### src/rtl/disp_sched_if.sv
// Display-scheduler bus: game status inputs in, BCD display word and status out.
interface disp_sched_if;
  logic       game_run;
  logic       hit;
  logic [9:0] score;
  logic [9:0] time_left;
  logic [11:0] bcd;
  logic [1:0] src;
  logic       busy;

  modport master (output game_run, hit, score, time_left, input bcd, src, busy);
  modport slave  (input game_run, hit, score, time_left, output bcd, src, busy);
endinterface

### src/rtl/disp_sched.sv
// Picks time / score / hit-flash for the 3-digit display and converts it to BCD
// with a 10-step double-dabble engine. Define HISCORE_EN for idle hiscore alternation.
module disp_sched #(
  parameter int CLK_PER_MS = 50000,
  parameter int SHOW_MS    = 2000,
  parameter int HIT_MS     = 500
) (
  input logic         clk,
  input logic         reset,
  disp_sched_if.slave bus
);
  localparam int MSW  = $clog2(CLK_PER_MS + 1);
  localparam int DMAX = (SHOW_MS > HIT_MS) ? SHOW_MS : HIT_MS;
  localparam int DW   = $clog2(DMAX + 1);

  typedef enum logic [1:0] {S_SCORE = 2'd0, S_TIME = 2'd1, S_HIT = 2'd2, S_HISCORE = 2'd3} sel_t;
  typedef enum logic [1:0] {C_IDLE, C_LOAD, C_SHIFT, C_DONE} conv_t;

  logic [MSW-1:0] ms_cnt_reg;
  logic           tick;
  logic           run_reg, rise, fall;
  sel_t           sel_reg, sel_next, sel_prev_reg;
  logic [DW-1:0]  dwell_reg, dwell_next;

  assign tick = (ms_cnt_reg == MSW'(CLK_PER_MS - 1));
  assign rise = bus.game_run & ~run_reg;
  assign fall = ~bus.game_run & run_reg;

  always_ff @(posedge clk or negedge reset) begin
    if (!reset) begin
      ms_cnt_reg   <= '0;
      run_reg      <= 1'b0;
      sel_reg      <= S_SCORE;
      sel_prev_reg <= S_SCORE;
      dwell_reg    <= '0;
    end else begin
      ms_cnt_reg   <= tick ? '0 : ms_cnt_reg + 1'b1;
      run_reg      <= bus.game_run;
      sel_reg      <= sel_next;
      sel_prev_reg <= sel_reg;
      dwell_reg    <= dwell_next;
    end
  end

  // A hit outranks a same-cycle rising edge of game_run.
  always_comb begin
    sel_next   = sel_reg;
    dwell_next = dwell_reg;
    if (!bus.game_run) begin
      sel_next   = S_SCORE;
      dwell_next = '0;
`ifdef HISCORE_EN
      if (!fall) begin
        sel_next   = sel_reg;
        dwell_next = dwell_reg;
        if (tick) begin
          if (dwell_reg == DW'(SHOW_MS - 1)) begin
            sel_next   = (sel_reg == S_HISCORE) ? S_SCORE : S_HISCORE;
            dwell_next = '0;
          end else begin
            dwell_next = dwell_reg + 1'b1;
          end
        end
      end
`endif
    end else if (bus.hit) begin
      sel_next   = S_HIT;
      dwell_next = '0;
    end else if (rise) begin
      sel_next   = S_TIME;
      dwell_next = '0;
    end else if (tick) begin
      case (sel_reg)
        S_HIT: begin
          if (dwell_reg == DW'(HIT_MS - 1)) begin
            sel_next   = S_TIME;
            dwell_next = '0;
          end else begin
            dwell_next = dwell_reg + 1'b1;
          end
        end
        S_TIME, S_SCORE: begin
          if (dwell_reg == DW'(SHOW_MS - 1)) begin
            sel_next   = (sel_reg == S_TIME) ? S_SCORE : S_TIME;
            dwell_next = '0;
          end else begin
            dwell_next = dwell_reg + 1'b1;
          end
        end
        default: begin
          sel_next   = S_TIME;
          dwell_next = '0;
        end
      endcase
    end
  end

`ifdef HISCORE_EN
  logic [9:0] hiscore_reg;
  always_ff @(posedge clk or negedge reset) begin
    if (!reset) begin
      hiscore_reg <= '0;
    end else if (fall && (bus.score > hiscore_reg)) begin
      hiscore_reg <= bus.score;
    end
  end
`endif

  conv_t       c_reg, c_next;
  logic        pending_reg, pending_next;
  logic        req;
  logic [3:0]  shift_cnt_reg;
  logic [9:0]  bin_reg;
  logic [11:0] acc_reg, acc_adj;
  sel_t        src_cap_reg;
  logic [11:0] bcd_reg;
  logic [1:0]  src_reg;
  logic [9:0]  operand, operand_clamped;

  assign req = tick | (sel_reg != sel_prev_reg);

  always_comb begin
    operand = (sel_reg == S_TIME) ? bus.time_left : bus.score;
`ifdef HISCORE_EN
    if (sel_reg == S_HISCORE) operand = hiscore_reg;
`endif
  end
  assign operand_clamped = (operand > 10'd999) ? 10'd999 : operand;

  for (genvar gi = 0; gi < 3; gi++) begin : g_adj
    assign acc_adj[gi*4 +: 4] = (acc_reg[gi*4 +: 4] >= 4'd5) ? acc_reg[gi*4 +: 4] + 4'd3
                                                              : acc_reg[gi*4 +: 4];
  end

  // Only one request is remembered while a conversion is in flight.
  always_comb begin
    c_next       = c_reg;
    pending_next = pending_reg;
    case (c_reg)
      C_IDLE: begin
        if (req || pending_reg) begin
          c_next       = C_LOAD;
          pending_next = 1'b0;
        end
      end
      C_LOAD:  c_next = C_SHIFT;
      C_SHIFT: if (shift_cnt_reg == 4'd9) c_next = C_DONE;
      default: c_next = C_IDLE;
    endcase
    if ((c_reg != C_IDLE) && req) pending_next = 1'b1;
  end

  always_ff @(posedge clk or negedge reset) begin
    if (!reset) begin
      c_reg         <= C_IDLE;
      pending_reg   <= 1'b0;
      shift_cnt_reg <= '0;
      bin_reg       <= '0;
      acc_reg       <= '0;
      src_cap_reg   <= S_SCORE;
      bcd_reg       <= '0;
      src_reg       <= '0;
    end else begin
      c_reg       <= c_next;
      pending_reg <= pending_next;
      case (c_reg)
        C_LOAD: begin
          bin_reg       <= operand_clamped;
          acc_reg       <= '0;
          src_cap_reg   <= sel_reg;
          shift_cnt_reg <= '0;
        end
        C_SHIFT: begin
          {acc_reg, bin_reg} <= {acc_adj[10:0], bin_reg, 1'b0};
          shift_cnt_reg      <= shift_cnt_reg + 1'b1;
        end
        C_DONE: begin
          bcd_reg <= acc_reg;
          src_reg <= src_cap_reg;
        end
        default: ;
      endcase
    end
  end

  assign bus.bcd  = bcd_reg;
  assign bus.src  = src_reg;
  assign bus.busy = (c_reg == C_LOAD) || (c_reg == C_SHIFT);
endmodule

### src/flat_wrapper.sv
// flat-port wrapper written by rule: the top's interface ports become plain ports
module disp_sched_flat 
#(
  parameter int CLK_PER_MS = 50000,
  parameter int SHOW_MS    = 2000,
  parameter int HIT_MS     = 500
)
  (clk, reset, bus_game_run, bus_hit, bus_score, bus_time_left, bus_bcd, bus_src, bus_busy);
  disp_sched_if bus_i ();
  input logic clk;
  input logic reset;
  input wire logic [$bits(bus_i.game_run)-1:0] bus_game_run;
  input wire logic [$bits(bus_i.hit)-1:0] bus_hit;
  input wire logic [$bits(bus_i.score)-1:0] bus_score;
  input wire logic [$bits(bus_i.time_left)-1:0] bus_time_left;
  output wire logic [$bits(bus_i.bcd)-1:0] bus_bcd;
  output wire logic [$bits(bus_i.src)-1:0] bus_src;
  output wire logic [$bits(bus_i.busy)-1:0] bus_busy;
  assign bus_i.game_run = bus_game_run;
  assign bus_i.hit = bus_hit;
  assign bus_i.score = bus_score;
  assign bus_i.time_left = bus_time_left;
  assign bus_bcd = bus_i.bcd;
  assign bus_src = bus_i.src;
  assign bus_busy = bus_i.busy;
  disp_sched #(.CLK_PER_MS(CLK_PER_MS), .SHOW_MS(SHOW_MS), .HIT_MS(HIT_MS)) u_core (.clk(clk), .reset(reset), .bus(bus_i));
endmodule
### config.mk
export PLATFORM = sky130hd
export DESIGN_NAME = disp_sched_flat
export DESIGN_NICKNAME = d
export VERILOG_FILES = /design/src/rtl/disp_sched_if.sv /design/src/rtl/disp_sched.sv /design/src/flat_wrapper.sv
export SDC_FILE = /design/constraint.sdc
export NUM_CORES = 1
export LEC_CHECK = 0
export BUFFER_PORTS_ARGS = -buffer_cell sky130_fd_sc_hd__buf_2
export CORE_ASPECT_RATIO = 1.4
export CORE_MARGIN = 4
export CORE_UTILIZATION = 28
export CTS_CLUSTER_SIZE = 12
export DETAILED_ROUTE_END_ITERATION = 10
export GPL_TIMING_DRIVEN = 0
export PLACE_DENSITY = 0.45
export SETUP_SLACK_MARGIN = 0.2
export SKIP_LAST_GASP = 1
export SLEW_MARGIN = 15
export SYNTH_ARGS = -nofsm -noshare
export SYNTH_HDL_FRONTEND = slang
export SYNTH_SLANG_ARGS = --single-unit
export TNS_END_PERCENT = 50
### constraint.sdc
create_clock -name clk -period 2.56 [get_ports clk]
set_clock_uncertainty 0.1 [all_clocks]
set_input_delay 0.768 -clock clk [delete_from_list [all_inputs] [get_ports clk]]
set_output_delay 0.768 -clock clk [all_outputs]
set_load 0.05 [all_outputs]
Word level (Yosys, flattened, before mapping)

Index checks and enable logic that the tools add are counted.

Bits in registers: 77
Bits of input ports: 24
Output and inout bits: 15
Logic and storage cells: 84

Add/sub/neg operators: 6
Magnitude comparators: 4
Equal/unequal tests: 15
Mux-type cells: 30
Bitwise operators: 3
Reductions and logical operators: 13

Operator list:

| cell                    | count |
|---|---|
| $mux W11                | 6 |
| $pmux W12 S2            | 1 |
| $pmux W11 S2            | 1 |
| $mux W10                | 2 |
| $pmux W10 S2            | 1 |
| $add A16 B1 Y16 const B | 1 |
| $eq A16 B16 Y1 const B  | 1 |
| $mux W16                | 1 |
| $mux W2                 | 8 |
| $ge A4 B3 Y1 const B    | 3 |
| $add A11 B1 Y11 const B | 1 |
| $eq A11 B11 Y1 const B  | 1 |
| $eq A11 B9 Y1 const B   | 1 |
| $gt A10 B10 Y1 const B  | 1 |
| $ne A5 B3 Y1 const B    | 2 |
| $add A4 B2 Y4 const B   | 2 |
| $mux W4                 | 2 |
| $pmux W4 S2             | 1 |
| $reduce_bool A2 Y1      | 4 |
| $eq A2 B2 Y1 const B    | 3 |
| $pmux W2 S3             | 1 |
| $add A4 B1 Y4 const B   | 1 |
| $eq A2 B1 Y1 const B    | 2 |
| $eq A4 B4 Y1 const B    | 1 |
| 16 further kinds        | 23 |

Depth between registers and ports, before layout

Depth after elaboration: 8
Depth in mapped cells: 9
Gate-level depth less buffers: 7

Worst setup path after synthesis

OpenSTA, ideal clock, no wires.

Path kind: register to register
From: reg u_core.ms_cnt_reg[0]
To: reg u_core.c_reg[1]
Setup time: 0.125 ns
Arrival time: 1.850 ns
Required time: 2.335 ns
Slack: 0.485 ns
Stages on the path, launching flop included: 9
Buffers on the path: 2
Clock period less this slack: 2.075 ns
Cell sequence: dfrtp_1 -> ha_1 -> and3_1 -> buf_6 -> and4_1 -> buf_6 -> nor4_4 -> a22oi_2 -> mux2_4

Longest elaborated chain between the ends: 5

Ends and longest elaborated chain:

| element                            | line              | RTL |
|---|---|---|
| start: declaration                 | disp_sched.sv:19  | `logic [MSW-1:0] ms_cnt_reg;` |
| start signal: assignment           | disp_sched.sv:37  | `ms_cnt_reg <= tick ? '0 : ms_cnt_reg + 1'b1;` |
| $eq A16 B16 Y1                     | disp_sched.sv:25  | `assign tick = (ms_cnt_reg == MSW'(CLK_PER_MS - 1));` |
| $or A1 B1 Y1                       | disp_sched.sv:120 | `assign req = tick \| (sel_reg != sel_prev_reg);` |
| $logic_or A1 B1 Y1                 | disp_sched.sv:141 | `if (req \|\| pending_reg) begin` |
| $ne A2 B1 Y1 (no source line)      | --                |  |
| $reduce_and A2 Y1 (no source line) | --                |  |
| end signal: assignment             | disp_sched.sv:164 | `c_reg <= c_next;` |
| end: declaration                   | disp_sched.sv:109 | `conv_t c_reg, c_next;` |

Every way passes these cells.
A chain may end at the register's enable or synchronous reset.

Worst setup path after layout

From: reg u_core.c_reg[1]
To: out bus_busy

Longest elaborated chain between the ends: 2
Elaborated cells between the ends (all ways): 3
Classes of those cells: 2 x eq/ne; 1 x reduce/logical

Ends and longest elaborated chain:

| element                                      | line               | RTL |
|---|---|---|
| $eq A2 B1 Y1 or $eq A2 B2 Y1 (tied branches) | disp_sched.sv:188  | `assign bus.busy = (c_reg == C_LOAD) \|\| (c_reg == C_SHIFT);` |
| $logic_or A1 B1 Y1 *                         | disp_sched.sv:188  |  |
| end: declaration                             | flat_wrapper.sv:18 | `output wire logic [$bits(bus_i.busy)-1:0] bus_busy;` |

Mark *: on every way between the ends. The rest lies on a longest branch, timed or not.

==> summary.md <==
| Metric | Value |
|---|---|
| Cell row count | `50` |
| Number of buffers created by CTS | `9` |
| Mapped Area | `3856 um2` |
| Max_slew headroom | `55.63%` |
| Gpl congestion | `0.7231` |
| Yosys warning total | `0` |
| Endpoints failing setup | `0` |
| Skew-Pair Late Insertion Delay | `0.33 ns` |
| Period utilization | `89.32%` |
| Proportion of power drawn by the clock network | `30.1%` |
| Total track usage | `11.35%` |
| Top cell type's share of synthesized area | `49.97%` |
| Hold crit path type | `in2async` |
| Final hold viol count | `0` |
| Die Ht | `146.9 um` |
| Global-route wire length before repair | `14410 um` |
| Max reg flops | `16` |
| Initial antenna violation count | `0` |
| Cell Count, Final, Fillers Out | `598` |
| # placed instances | `584` |
| Worst ir drop on vdd | `623.6 uV` |
| Full die area | `15740 um2` |
| Synthesized flop and latch total | `77` |
| Sw Share | `34.66%` |
| Core area | `13450 um2` |
| Cell-internal power | `0.002699 W` |
| P&R area growth vs syn | `19.01%` |
| Avg Cell Area, Syn | `10.62 um2` |
| Per-cell routed wire length | `13.73 um` |
| Pwr Total | `0.004130 W` |
| FMAX | `437.3 MHz` |
| Max Cap Violations | `0` |
| CTS tree | `yes` |
| Syn nets | `401` |
| Layout cell share with drive strength beyond 1 | `19.95%` |
| CTS sink cnt | `77` |
| P_sw | `0.001431 W` |
| Worst-path fanout max | `6` |
| Max Slew Vio Count | `0` |
| Seq pwr share | `37.1%` |
| Root Buffer | `clkbuf_16` |
| NumNets Final | `451` |
| Area leader, netlist | `dfrtp_1` |
| Vias in the first global route | `2980` |
| Post-synth EDFFs | `0` |
| Post-DP HPWL | `5859 um` |
| Initial Util | `28.67%` |
| Crit path required time | `1.69 ns` |
| GRT Residual Overflow | `0` |
| PD cells | `899.9 nW/um2` |
| Least-Margin Pin Slew | `0.6599 ns` |
| Setup_tns | `0 ns` |
| CP endpoint kind | `output pin` |
| Main area contributors after synthesis | `dfrtp_1 50%, mux2_2 6.4%, ha_1 4.5%` |
| Total wire length | `8209 um` |
| Routed vias | `2821` |
| Antenna-violating nets left | `0` |
| Detail-routed via count per cell | `4.717` |
| Unique masters post-synth | `52` |
| Ant diodes | `0` |
| Status | `finished, final reports clean` |
| Drt drc | `0` |
| Leak | `2.105 nW` |
| H-tree lvl count | `3` |
| Critical path data arrival time | `1.42 ns` |
| Ports | `39` |
| Cells after Synth | `363` |
| CP Class | `reg2out` |
| Seq/Total Area, Yosys | `49.97%` |
| Clock-pin slew on the worst setup and hold paths | `0.06 ns` |
| Combinational share of power | `32.8%` |
| Most frequent cells after synthesis | `77 x dfrtp_1, 28 x nor2_1, 23 x inv_1` |
| Die width | `107.2 um` |
| Clk buf depth | `2` |
| CP Launch Type | `register` |
| Largest net degree at the start of global routing | `55` |
| First-pass iteration count of the detailed router | `4` |
| Dominant cell by count in the synthesized netlist | `dfrtp_1` |
| DRT iter0 DRCs | `65` |
| Min Tclk post-route | `2.287 ns` |
| RSZ-0062 raised after global routing | `true` |
| Primary FF master, synth | `dfrtp_1` |
| Post-synth ARST share | `100.0%` |
| Number of port buffers | `38` |
| Hold-fix buffers at CTS | `0` |
| Reg2Reg Setup Slack | `0.37 ns` |
layout make-up:
cell class | count | area [um2]
plain buffers | 13 | 70.07
fillers | 1391 | 8861
well taps | 182 | 227.7
multi-input cells | 249 | 1770
clock inverters | 2 | 35.03
repair buffers | 39 | 222.7
clock buffers | 12 | 246.5
flip-flops and latches | 77 | 1927
inverters | 24 | 90.09
what timing repair did:
item	in CTS	in global routing
resized for setup	1	1
endpoints found under the setup margin	1	3
buffers inserted	0	0
final timing paths:
path,from,to,depth (start not counted)
worst max register to register,u_core.ms_cnt_reg[0]$_DFF_PN0_,u_core.c_reg[1]$_DFFE_PN0P_,8
max in group asynchronous,reset,u_core.dwell_reg[6]$_DFFE_PN0P_,2
worst min register to register,u_core.run_reg$_DFF_PN0_,u_core.sel_reg[0]$_DFFE_PN0P_,1
min in group clk,u_core.run_reg$_DFF_PN0_,u_core.sel_reg[0]$_DFFE_PN0P_,1
worst min-delay path,reset,u_core.bus.bcd[5]$_DFFE_PN0N_,1
worst max-delay path,u_core.c_reg[1]$_DFFE_PN0P_,bus_busy,3
metrics by stage:
| step | hold WS, ns | util (%) | area [um2] | setup WS (ns) |
|---|---|---|---|---|
| 5_1_grt | 0.2602 | 34.12 | 4589 | 0.1884 |
| 3_5_place_dp | 0.3421 | 32.00 | 4304 | 0.3265 |
| 4_1_cts | 0.2383 | 34.11 | 4588 | 0.2456 |
| 2_1_floorplan | 0.3147 | - | 3856 | 0.4850 |
| 6_report | 0.2355 | 34.12 | 4589 | 0.2734 |
| 3_3_place_gp | 0.3394 | 31.78 | 4274 | -0.03800 |
layout by cell type, fill, tap and decap left out, drive strengths merged, types with 7 or more instances in the layout:
| master | synthesis | final |
|---|---|---|
| a21oi | 12 | 12 |
| buf | 5 | 43 |
| clkbuf | 8 | 21 |
| dfrtp | 77 | 77 |
| ha | 14 | 14 |
| inv | 23 | 23 |
| mux2 | 23 | 23 |
| mux2i | 9 | 9 |
| nand2 | 22 | 22 |
| nand3 | 16 | 16 |
| nand4 | 7 | 7 |
| nor2 | 28 | 28 |
| o21ai | 23 | 23 |
| o22ai | 10 | 10 |
| xnor2 | 10 | 10 |
| xor2 | 16 | 16 |
per-layer routing:
layer	up-vias	GRT usage, %	share of wire, %
li1	1393	-	-
met1	1392	13.62	42
met2	27	19.74	54
met3	9	2.418	2.4
met4	0	4.223	1.5
met5	-	0	0
worst max-delay path, cell delays in order, from the launching register on:
cell	delay [ns]
dfrtp_1	0.40
inv_1	0.08
ha_1	0.37
buf_4	0.23
power groups by stage:
stage	clock, W	sequential (W)	combinational [W]
finish	0.00125	0.00153	0.00135
global route	0.00132	0.00156	0.00152
CTS	0.00128	0.00153	0.00138
detailed placement	0	0.00155	0.00137
global placement	0	0.00155	0.00135
floorplan	0	0.00163	0.000919
cells by family (layout without fill, tap and decap cells):
| kind of cell | count (synthesis) | count (layout) | share of synthesized area [%] |
|---|---|---|---|
| AND/OR/NAND/NOR | 106 | 106 | 14.24 |
| flip-flops | 77 | 77 | 49.97 |
| AO/OA/AOI/OAI | 71 | 71 | 12.07 |
| buffers and inverters | 37 | 90 | 4.120 |
| multiplexers | 32 | 32 | 9.150 |
| XOR/XNOR | 26 | 26 | 5.905 |
| adder cells (fa/ha/maj) | 14 | 14 | 4.543 |
(Power assumes the default switching activity.)
